**config.mk**
```make
export PLATFORM = sky130hd
export DESIGN_NAME = keypad_scanner_flat
export DESIGN_NICKNAME = d
export VERILOG_FILES = /design/src/rtl/keypad_scanner_if.sv /design/src/rtl/keypad_scanner.sv /design/src/flat_wrapper.sv
export SDC_FILE = /design/constraint.sdc
export NUM_CORES = 1
export LEC_CHECK = 0
export CAP_MARGIN = 40
export CORE_MARGIN = 3
export CORE_UTILIZATION = 50
export CTS_CLUSTER_SIZE = 12
export DETAILED_ROUTE_END_ITERATION = 10
export PLACE_DENSITY = 0.76
export SLEW_MARGIN = 20
export SYNTH_ARGS = -nofsm -noshare
export SYNTH_HDL_FRONTEND = slang
export SYNTH_SLANG_ARGS = --single-unit
export TNS_END_PERCENT = 50
```
**constraint.sdc**
```tcl
create_clock -name clk -period 2.1 [get_ports clk]
set_input_delay 0.42 -clock clk [delete_from_list [all_inputs] [get_ports clk]]
set_output_delay 0.42 -clock clk [all_outputs]
set_load 0.01 [all_outputs]
```
**src/rtl/keypad_scanner_if.sv**
```systemverilog
// Keypad-side signal bundle for keypad_scanner.
// Slave is the scanner; master is the keypad or the bench that drives it.
interface keypad_scanner_if;
  logic [3:0] row_raw;
  logic [3:0] col;
  logic [3:0] q_row_keys;
  logic [3:0] hex_R_out;
  logic       key_valid;

  modport master (
    output row_raw,
    input  col,
    input  q_row_keys,
    input  hex_R_out,
    input  key_valid
  );

  modport slave (
    input  row_raw,
    output col,
    output q_row_keys,
    output hex_R_out,
    output key_valid
  );
endinterface

```
**src/rtl/keypad_scanner.sv**
```systemverilog
// 4x4 keypad column scanner with row synchronizer and hex decode.
// Locks on a pressed key until the rows read zero for SCAN_DIV cycles.
module keypad_scanner #(
  parameter logic [7:0] SCAN_DIV = 8'd200
) (
  input  logic              clk,
  input  logic              reset,
  keypad_scanner_if.slave   kp
);

  localparam logic [0:0] ST_SCAN = 1'b0;
  localparam logic [0:0] ST_LOCK = 1'b1;

  logic [3:0] s1_q, s1_d;
  logic [3:0] row_q, row_d;
  logic [3:0] col_q, col_d;
  logic [3:0] hex_q, hex_d;
  logic       vld_q, vld_d;
  logic [7:0] cnt_q, cnt_d;
  logic [0:0] st_q, st_d;

  logic       last;
  logic [3:0] col_rot;
  logic [1:0] r_idx;
  logic [1:0] c_idx;
  logic [3:0] hex_dec;

  assign last    = (cnt_q == SCAN_DIV - 8'd1);
  assign col_rot = {col_q[2:0], col_q[3]};

  // lowest-index row wins when several are high
  always_comb begin
    r_idx = 2'd3;
    case (1'b1)
      row_q[0]: r_idx = 2'd0;
      row_q[1]: r_idx = 2'd1;
      row_q[2]: r_idx = 2'd2;
      default:  r_idx = 2'd3;
    endcase
  end

  always_comb begin
    c_idx = 2'd0;
    unique case (1'b1)
      col_q[0]: c_idx = 2'd0;
      col_q[1]: c_idx = 2'd1;
      col_q[2]: c_idx = 2'd2;
      col_q[3]: c_idx = 2'd3;
      default:  c_idx = 2'd0;
    endcase
  end

  always_comb begin
    hex_dec = 4'h0;
    unique case ({r_idx, c_idx})
      4'b00_00: hex_dec = 4'h1;
      4'b00_01: hex_dec = 4'h2;
      4'b00_10: hex_dec = 4'h3;
      4'b00_11: hex_dec = 4'hA;
      4'b01_00: hex_dec = 4'h4;
      4'b01_01: hex_dec = 4'h5;
      4'b01_10: hex_dec = 4'h6;
      4'b01_11: hex_dec = 4'hB;
      4'b10_00: hex_dec = 4'h7;
      4'b10_01: hex_dec = 4'h8;
      4'b10_10: hex_dec = 4'h9;
      4'b10_11: hex_dec = 4'hC;
      4'b11_00: hex_dec = 4'hE;
      4'b11_01: hex_dec = 4'h0;
      4'b11_10: hex_dec = 4'hF;
      4'b11_11: hex_dec = 4'hD;
    endcase
  end

  always_comb begin
    s1_d  = kp.row_raw;
    row_d = s1_q;
    col_d = col_q;
    hex_d = hex_q;
    vld_d = vld_q;
    cnt_d = cnt_q + 8'd1;
    st_d  = st_q;
    if (st_q == ST_SCAN) begin
      if (last) begin
        cnt_d = 8'd0;
        if (row_q == 4'd0) begin
          col_d = col_rot;
        end else begin
          st_d  = ST_LOCK;
          hex_d = hex_dec;
          vld_d = 1'b1;
        end
      end
    end else begin
      // counter measures the current run of all-zero row samples
      if (row_q != 4'd0) begin
        cnt_d = 8'd0;
      end else if (last) begin
        cnt_d = 8'd0;
        st_d  = ST_SCAN;
        vld_d = 1'b0;
        col_d = col_rot;
      end
    end
  end

  always_ff @(posedge clk) begin
    if (reset) begin
      s1_q  <= 4'd0;
      row_q <= 4'd0;
      col_q <= 4'b0001;
      hex_q <= 4'd0;
      vld_q <= 1'b0;
      cnt_q <= 8'd0;
      st_q  <= ST_SCAN;
    end else begin
      s1_q  <= s1_d;
      row_q <= row_d;
      col_q <= col_d;
      hex_q <= hex_d;
      vld_q <= vld_d;
      cnt_q <= cnt_d;
      st_q  <= st_d;
    end
  end

  assign kp.col        = col_q;
  assign kp.q_row_keys = row_q;
  assign kp.hex_R_out  = hex_q;
  assign kp.key_valid  = vld_q;

endmodule

```
**src/flat_wrapper.sv**
```systemverilog
// flat-port wrapper written by rule: the top's interface ports become plain ports
module keypad_scanner_flat 
#(
  parameter logic [7:0] SCAN_DIV = 8'd200
)
  (clk, reset, kp_row_raw, kp_col, kp_q_row_keys, kp_hex_R_out, kp_key_valid);
  keypad_scanner_if kp_i ();
  input  logic clk;
  input  logic reset;
  input wire logic [$bits(kp_i.row_raw)-1:0] kp_row_raw;
  output wire logic [$bits(kp_i.col)-1:0] kp_col;
  output wire logic [$bits(kp_i.q_row_keys)-1:0] kp_q_row_keys;
  output wire logic [$bits(kp_i.hex_R_out)-1:0] kp_hex_R_out;
  output wire logic [$bits(kp_i.key_valid)-1:0] kp_key_valid;
  assign kp_i.row_raw = kp_row_raw;
  assign kp_col = kp_i.col;
  assign kp_q_row_keys = kp_i.q_row_keys;
  assign kp_hex_R_out = kp_i.hex_R_out;
  assign kp_key_valid = kp_i.key_valid;
  keypad_scanner #(.SCAN_DIV(SCAN_DIV)) u_core (.clk(clk), .reset(reset), .kp(kp_i));
endmodule
```
Yosys cells after proc, flatten, opt, wreduce, memory -nomap -nowiden --
Memory sizes are Yosys's and may differ from the RTL's. A register that Yosys moved wholly into a read port is not among the register bits. Cells that the tools add are included.
Word-level totals: flip-flop bits (word level) 22, ROM bits 64, input bits 6, output and inout port bits 13, word-level logic and storage cells 41, memories kept 1
Memory list:
- (no name shown) | depth 16, bits a word 4, rd ports 1, clocked after Yosys merged registers in 1, wr ports 0, RTL line keypad_scanner.sv:55 | unique case ({r_idx, c_idx})
Cells by class: add/subtract/negate cells 1, equal/unequal tests 3, mux-type cells 22, bitwise logic cells 2, reduce and logical (&&, ||, !) cells 6
Operators by type and width (count):
- $mux W8 | 3
- $mux W4 | 5
- $mux W1 | 11
- $reduce_and A3 Y1 | 3
- $add A8 B1 Y8 const B | 1
- $eq A8 B8 Y1 const B | 1
- $pmux W2 S3 | 1
- $logic_not A4 Y1 | 1
- $mux W2 | 2
- $reduce_bool A4 Y1 | 1
- $ne A2 B1 Y1 const B | 1
- $ne A2 B2 Y1 const B | 1
- $not A1 Y1 | 2
- $reduce_bool A2 Y1 | 1

Longest topological paths before layout --
Gate-level depths: netlist of the first run.
depth after elaboration 4, depth in mapped cells 6, mapped depth without buffers 6

Worst setup path before layout of the first run --
OpenSTA, ideal clock, no wires.
path kind reg-to-reg, start point reg u_core.row_q[2] (netlist: u_core.kp.q_row_keys[2]), end point reg u_core.col_q[1] (netlist: u_core.kp.col[1]), library setup time 0.129 ns, data arrival time 1.645 ns, required time 1.971 ns, slack 0.326 ns, stages on the path, launching flop included 7, buffers on the path 0, clock period less this slack 1.774 ns, cells stage by stage dfxtp_1 or4_4 ha_1 nor2_1 nand3_1 mux2i_1 nor2_1
On the way: cells in the longest elaborated chain, start to end 3, elaborated cells between the ends (all ways) 5, classes of those cells 1 x eq/ne; 4 x reduce/logical
Ends and longest elaborated chain:
- start: declaration | RTL line keypad_scanner.sv:15 | logic [3:0] row_q, row_d;
- start signal: assignment | RTL line keypad_scanner.sv:118 | row_q <= row_d;
- $reduce_bool A4 Y1 or $logic_not A4 Y1 (tied branches) | RTL line keypad_scanner.sv:96, keypad_scanner.sv:86
- $ne A2 B2 Y1 (no line) or $reduce_bool A2 Y1 (tied branches)
- $reduce_and A3 Y1 (no line) (*)
- end signal: assignment | RTL line keypad_scanner.sv:119 | col_q <= col_d;
- end: declaration | RTL line keypad_scanner.sv:16 | logic [3:0] col_q, col_d;
Mark *: on every way between the ends. The rest lies on a longest branch, timed or not. A chain may end at the register's enable or synchronous reset.

Worst setup path in the final report of the first run --
start point reg u_core.row_q[1] (netlist: u_core.kp.q_row_keys[1]), end point reg u_core.col_q[0] (netlist: u_core.kp.col[0])
Same word-level chain as after synthesis.

==> flow_summary.json, run 1 <==
{
  "multiInputGateArea_um2": 561,
  "num_antenna_cells": 0,
  "switching_share": 0.213,
  "period_needed_ns": 1.92,
  "cap_violations": 0,
  "fin_tns_setup_ns": 0,
  "grt_pass1_vias": 786,
  "layoutNonFillerInstCount": 160,
  "min_from": "u_core.row_d[2]",
  "synth.area.top_cells": "dfxtp_1 47%, ha_1 5.7%, nor2_1 5.1%",
  "endpoint_kind": "flop",
  "path_max_fanout": 9,
  "worst_slew_pin_slew_ns": 0.373,
  "nNetsFinal": 145,
  "start_util": 0.546,
  "grt_setup_unrepaired": "no",
  "syn_area_mm2": 0.00110,
  "worstPathRequired_ns": 2.32,
  "grt-ovfl-total": 0,
  "peakVddDrop_mv": 0.588,
  "htree_levels": 1,
  "ys_seq_elements": 26,
  "cts_sinks": 26,
  "postCtsSetupRepairBufs": 0,
  "gp_congestion": 0.766,
  "final_area_mm2": 0.00135,
  "status": "completed",
  "clockBufferDepth": 2,
  "grtUsageTotal": 0.165,
  "crit_type": "reg -> reg",
  "ios": 19,
  "routedWlPerCell_um": 12.5,
  "period_share": 0.916,
  "ys.flop_type": "dfxtp_1",
  "place.detailed.hpwl_um": 1440,
  "synthToLayoutAreaGrowth_pct": 22.0,
  "cts_tree": "done",
  "postCtsHoldBufs": 0,
  "avgViaCountPerCell": 5.23,
  "ys_types": 37,
  "synth_area_per_cell_um2": 9.85,
  "die_height_um": 53.0,
  "layout.area.seq_um2": 520,
  "yosysTopAreaCell": "dfxtp_1",
  "hold_path_depth": 1,
  "drc_errors": 0,
  "hold_end": "u_core.kp.q_row_keys[2]",
  "grt_start_max_net_pins": 15,
  "die_x_um": 53.0,
  "arrival_ns": 2.14,
  "synth_top_area_frac": 0.472,
  "antenna_found_initial": 0,
  "n_fill_cell": 172,
  "wl_um": 2010,
  "clock_latency_ns": 0.31,
  "clockRootBuffer": "clkbuf_4",
  "hold_violations": 0,
  "reg2reg_slack_ns": 0.18,
  "power.switching_uw": 174,
  "dieArea_mm2": 0.00281,
  "p_seq_frac": 0.633,
  "setup_viol": 0,
  "drive_gt1_frac": 0.0902,
  "synth_nets": 123,
  "power_density_mw_per_mm2": 606,
  "path_clk_slew_ns": 0.13,
  "drtAntennaViolNets": 0,
  "dpl-instance-area_mm2": 0.00131,
  "fmax_ghz": 0.520,
  "p_int_uw": 642,
  "r2r_cells": 6,
  "num_rows": 16,
  "clockPowerShare": 0.300,
  "drt_iter0_drc": 9,
  "skew_ns": 0.00402,
  "slew_headroom": 0.748,
  "drtPass1Iterations": 4,
  "seq_area_frac_synth": 0.472,
  "core_area_mm2": 0.00202,
  "critical_path.startpoint_type": "flop",
  "p_comb_frac": 0.066,
  "hp-class": "reg -> reg",
  "cts_resized": 0,
  "vias": 836,
  "synth_edf_count": 0,
  "r2r-end": "u_core.kp.col[0]",
  "worstReg2RegStart": "u_core.kp.q_row_keys[1]",
  "dp_cells": 156,
  "ys_warn_count": 0,
  "maxSlewViolCount": 0,
  "grt_pass1_wl_um": 3350,
  "place.port_buffers": 18,
  "async_flop_share": 0,
  "cts_inserted_buffers": 3,
  "leakage_uw": 0.000555,
  "synth_cells": 112
}
==> registers in the layout, indices dropped and copies added (netlist names), named ones only <==
register and cells:
u_core.kp.key_valid 1, u_core.kp.col 4, u_core.cnt_q 8, u_core.kp.hex_R_out 4, u_core.kp.q_row_keys 4, u_core.row_d 4
==> power groups by stage <==
stage	logic, uW	registers (uW)	clock network (uW)
6_report	54.1	517	245
3_3_place_gp	52.3	526	0
4_1_cts	54.6	516	253
3_5_place_dp	53.8	527	0
2_1_floorplan	28.6	526	0
5_1_grt	60.3	519	275
==> metrics by stage <==
| step | power, uW | setup slack, ns | util | hold slack (ns) |
|---|---|---|---|---|
| 2_1_floorplan | 555 | 0.326 | - | 0.414 |
| 3_3_place_gp | 579 | 0.294 | 0.648 | 0.419 |
| 3_5_place_dp | 581 | 0.213 | 0.648 | 0.423 |
| 4_1_cts | 824 | 0.177 | 0.666 | 0.455 |
| 5_1_grt | 854 | 0.118 | 0.666 | 0.463 |
| 6_report | 816 | 0.177 | 0.666 | 0.453 |
==> cell usage after synthesis (2+ instances only) <==
cell       number
nand2_1         6
nand3_1         3
and3_1          2
nor2_1         15
o21ai_0         3
and2_1          3
nor2b_1         8
o2111ai_1       2
dfxtp_1        26
inv_1           2
a21oi_1         5
xor2_1          5
ha_1            5
mux2i_1         4
==> critical path: stages, from the launching register on <==
cell and delay (ns):
dfxtp_1 0.42, or4_4 0.58, ha_1 0.20, nor2_1 0.10, nand3_1 0.22, mux2i_1 0.22, nand2_1 0.07
==> metal layers <==
| layer | part of all wire | vias to the layer above | GRT usage |
|---|---|---|---|
| met2 | 0.45 | 15 | 0.273 |
| li1 | - | 434 | - |
| met1 | 0.48 | 383 | 0.196 |
| met4 | 0.019 | 0 | 0.0894 |
| met5 | 0 | - | 0 |
| met3 | 0.044 | 4 | 0.0366 |
==> logic make-up (layout without fill, tap and decap cells) <==
| kind of cell | Yosys count | after routing | share of synthesized area |
|---|---|---|---|
| DFF | 26 | 26 | 0.472 |
| AOI/OAI and AO/OA | 18 | 18 | 0.111 |
| adders and majority gates | 5 | 5 | 0.0567 |
| xor gates and xnor gates | 6 | 6 | 0.0476 |
| buffers and inverters | 4 | 25 | 0.0204 |
| muxes | 5 | 5 | 0.0465 |
| and+or+nand+nor | 48 | 48 | 0.246 |
==> how the worst max path moves through the flow <==
stage / from / to / slack, ns
3_5_place_dp: u_core.kp.q_row_keys[2] / u_core.kp.col[0] / 0.21
4_1_cts: u_core.kp.q_row_keys[1] / u_core.kp.col[0] / 0.18
6_report: u_core.kp.q_row_keys[1] / u_core.kp.col[0] / 0.18
3_3_place_gp: u_core.kp.q_row_keys[1] / u_core.kp.col[0] / 0.29
5_1_grt: u_core.kp.q_row_keys[1] / u_core.kp.col[0] / 0.12
2_1_floorplan: u_core.kp.q_row_keys[2] / u_core.kp.col[1] / 0.33
==> layout make-up <==
| class | count | share of cell area |
|---|---|---|
| Clock buffer | 4 | 0.0270 |
| Inverter | 2 | 0.00558 |
| Multi-Input combinational cell | 82 | 0.416 |
| Sequential cell | 26 | 0.387 |
| Tap cell | 27 | 0.0251 |
| Timing Repair Buffer | 19 | 0.139 |
==> placed cells by master, fill, tap and decap left out, types with 2 or more instances in the layout <==
cell / n
inv_1: 2
xor2_1: 5
o21ai_0: 3
and3_1: 2
nor2_1: 15
clkdlybuf4s50_1: 18
a21oi_1: 5
ha_1: 5
mux2i_1: 4
clkbuf_4: 3
and2_1: 3
dfxtp_1: 26
o2111ai_1: 2
nor2b_1: 8
nand2_1: 6
nand3_1: 3
Note: power is estimated with default switching activity, not from simulation.
==> run 2: changes to the inputs <==
- clock period: 2.1 -> 2 ns (I/O delays scaled with it)
==> run 2 against run 1 <==
  * Clock skew up 0.0063 ns
  * Hold slack about the same
  * Largest cell class unchanged
  * Total power up 5.6%
  * Sequential power up 4.3%
  * First-iteration DRC count up 89%
  * Largest power group unchanged
  * Fmax up 2.2%
  * Final cell count up 1.3%
  * Worst setup slack worse by 0.058 ns
==> flow_summary.json, run 2 (synthesis results as in run 1) <==
{
  "min_from": "u_core.row_d[0]",
  "path_clk_slew_ns": 0.14,
  "grt_setup_unrepaired": "no",
  "vias": 843,
  "largest_register": "u_core.cnt_q",
  "place.detailed.hpwl_um": 1480,
  "drtAntennaViolNets": 0,
  "grtUsageTotal": 0.166,
  "grt_pass1_vias": 797,
  "arrival_ns": 2.12,
  "cap_violations": 0,
  "reg2reg_slack_ns": 0.12,
  "hold_path_depth": 1,
  "switching_share": 0.215,
  "hold_violations": 0,
  "num_antenna_cells": 0,
  "nNetsFinal": 147,
  "dpl-instance-area_mm2": 0.00133,
  "clockRootBuffer": "clkbuf_4",
  "cts_inserted_buffers": 3,
  "period_needed_ns": 1.88,
  "synthToLayoutAreaGrowth_pct": 23.8,
  "largest_reg_flops": 8,
  "most-common-layout-cells": "26 x dfxtp_1, 18 x clkdlybuf4s50_1, 15 x nor2_1",
  "final_common_cell": "dfxtp_1",
  "leakage_uw": 0.000566,
  "period_share": 0.941,
  "crit_type": "reg -> reg",
  "wl_um": 1960,
  "routedWlPerCell_um": 12.1,
  "path_cells": "or4_4 -> ha_1 -> or3_1 -> a21oi_1",
  "die_x_um": 53.0,
  "postCtsSetupRepairBufs": 0,
  "core_area_mm2": 0.00202,
  "worstPathRequired_ns": 2.24,
  "cts_sinks": 26,
  "gp_congestion": 0.823,
  "power.switching_uw": 185,
  "slowest_stage": "or4_4",
  "htree_levels": 1,
  "antenna_found_initial": 0,
  "critical_path.startpoint_type": "flop",
  "endpoint_kind": "flop",
  "status": "completed",
  "drc_errors": 0,
  "path_max_fanout": 8,
  "total_power_uw": 861,
  "grt_pass1_wl_um": 3460,
  "ios": 19,
  "maxSlewViolCount": 0,
  "grt_start_max_net_pins": 15,
  "drtPass1Iterations": 4,
  "p_comb_frac": 0.072,
  "n_fill_cell": 172,
  "drive_gt1_frac": 0.111,
  "slew_headroom": 0.720,
  "drt_iter0_drc": 17,
  "hold_end": "u_core.kp.q_row_keys[0]",
  "p_seq_frac": 0.626,
  "clock_latency_ns": 0.31,
  "dieArea_mm2": 0.00281,
  "worst_slew_pin_slew_ns": 0.418,
  "hp-class": "reg -> reg",
  "postCtsHoldBufs": 0,
  "fin_tns_setup_ns": 0,
  "avgViaCountPerCell": 5.20,
  "clockPowerShare": 0.302,
  "power_density_mw_per_mm2": 630,
  "skew_ns": 0.0103,
  "multiInputGateArea_um2": 566,
  "die_height_um": 53.0,
  "worstReg2RegStart": "u_core.kp.q_row_keys[2]",
  "layout.area.seq_um2": 520,
  "grt-ovfl-total": 0,
  "r2r_cells": 4,
  "setup_viol": 0,
  "start_util": 0.546,
  "peakVddDrop_mv": 0.428,
  "final_area_mm2": 0.00137,
  "slowest_delay_ns": 0.59,
  "p_int_uw": 676,
  "num_rows": 16,
  "r2r-end": "u_core.kp.key_valid",
  "fmax_ghz": 0.532,
  "clockBufferDepth": 2,
  "cts_tree": "done",
  "place.port_buffers": 18
}
[run 2: cell types whose count changed in the layout (fill, tap and decap cells not counted), sizes merged]
cell | before | now
buf | 1 | 3
[run 2: metrics by stage]
stage	hold WS, ns	worst slack [ns]	instances	utilization
2_1_floorplan	0.414	0.226	112	-
3_3_place_gp	0.418	0.203	158	0.655
3_5_place_dp	0.423	0.122	158	0.655
4_1_cts	0.456	0.0897	162	0.673
5_1_grt	0.469	0.0473	162	0.676
6_report	0.453	0.119	162	0.676
[run 2: final cells by class]
type                            count  area share
Multi-Input combinational cell     82       0.414
Sequential cell                    26       0.381
Timing Repair Buffer               21       0.148
Clock buffer                        4      0.0266
Tap cell                           27      0.0247
Inverter                            2     0.00549
[run 2: worst max path at each step]
stage | start | end | depth (start not counted)
floorplan | u_core.kp.q_row_keys[2] | u_core.kp.col[1] | 6
global placement | u_core.kp.q_row_keys[2] | u_core.kp.col[0] | 6
detailed placement | u_core.kp.q_row_keys[2] | u_core.kp.col[3] | 6
CTS | u_core.kp.q_row_keys[2] | u_core.kp.col[3] | 6
global route | u_core.kp.q_row_keys[2] | u_core.kp.col[3] | 6
finish | u_core.kp.q_row_keys[2] | u_core.kp.key_valid | 4
[run 2: routing by layer]
layer  up-vias  part of all wire  global-route usage
met5         -                 0                   0
met4         0             0.017              0.0638
met3         4             0.046              0.0338
met2        21              0.44               0.264
met1       381              0.50               0.217
li1        437                 -                   -
[run 2: worst max-delay path, delay by kind of cell (launching register included)]
kind,cells,cell delay [ns]
adder cells (fa/ha/maj),1,0.30
flip-flops,1,0.41
AND/OR/NAND/NOR,2,0.94
AO/OA/AOI/OAI,1,0.15
[run 2: repair_timing]
action / in CTS / in global routing
hold endpoints to repair: 0 / 0
setup endpoints to repair: 0 / 1
resized for setup: 0 / 1
[run 2: power groups by stage]
stage          logic, uW  registers (uW)  clock network [uW]
2_1_floorplan       30.0             552                   0
3_3_place_gp        59.8             550                   0
3_5_place_dp        61.6             551                   0
4_1_cts             62.1             539                 265
5_1_grt             69.7             542                 284
6_report            61.9             539                 260
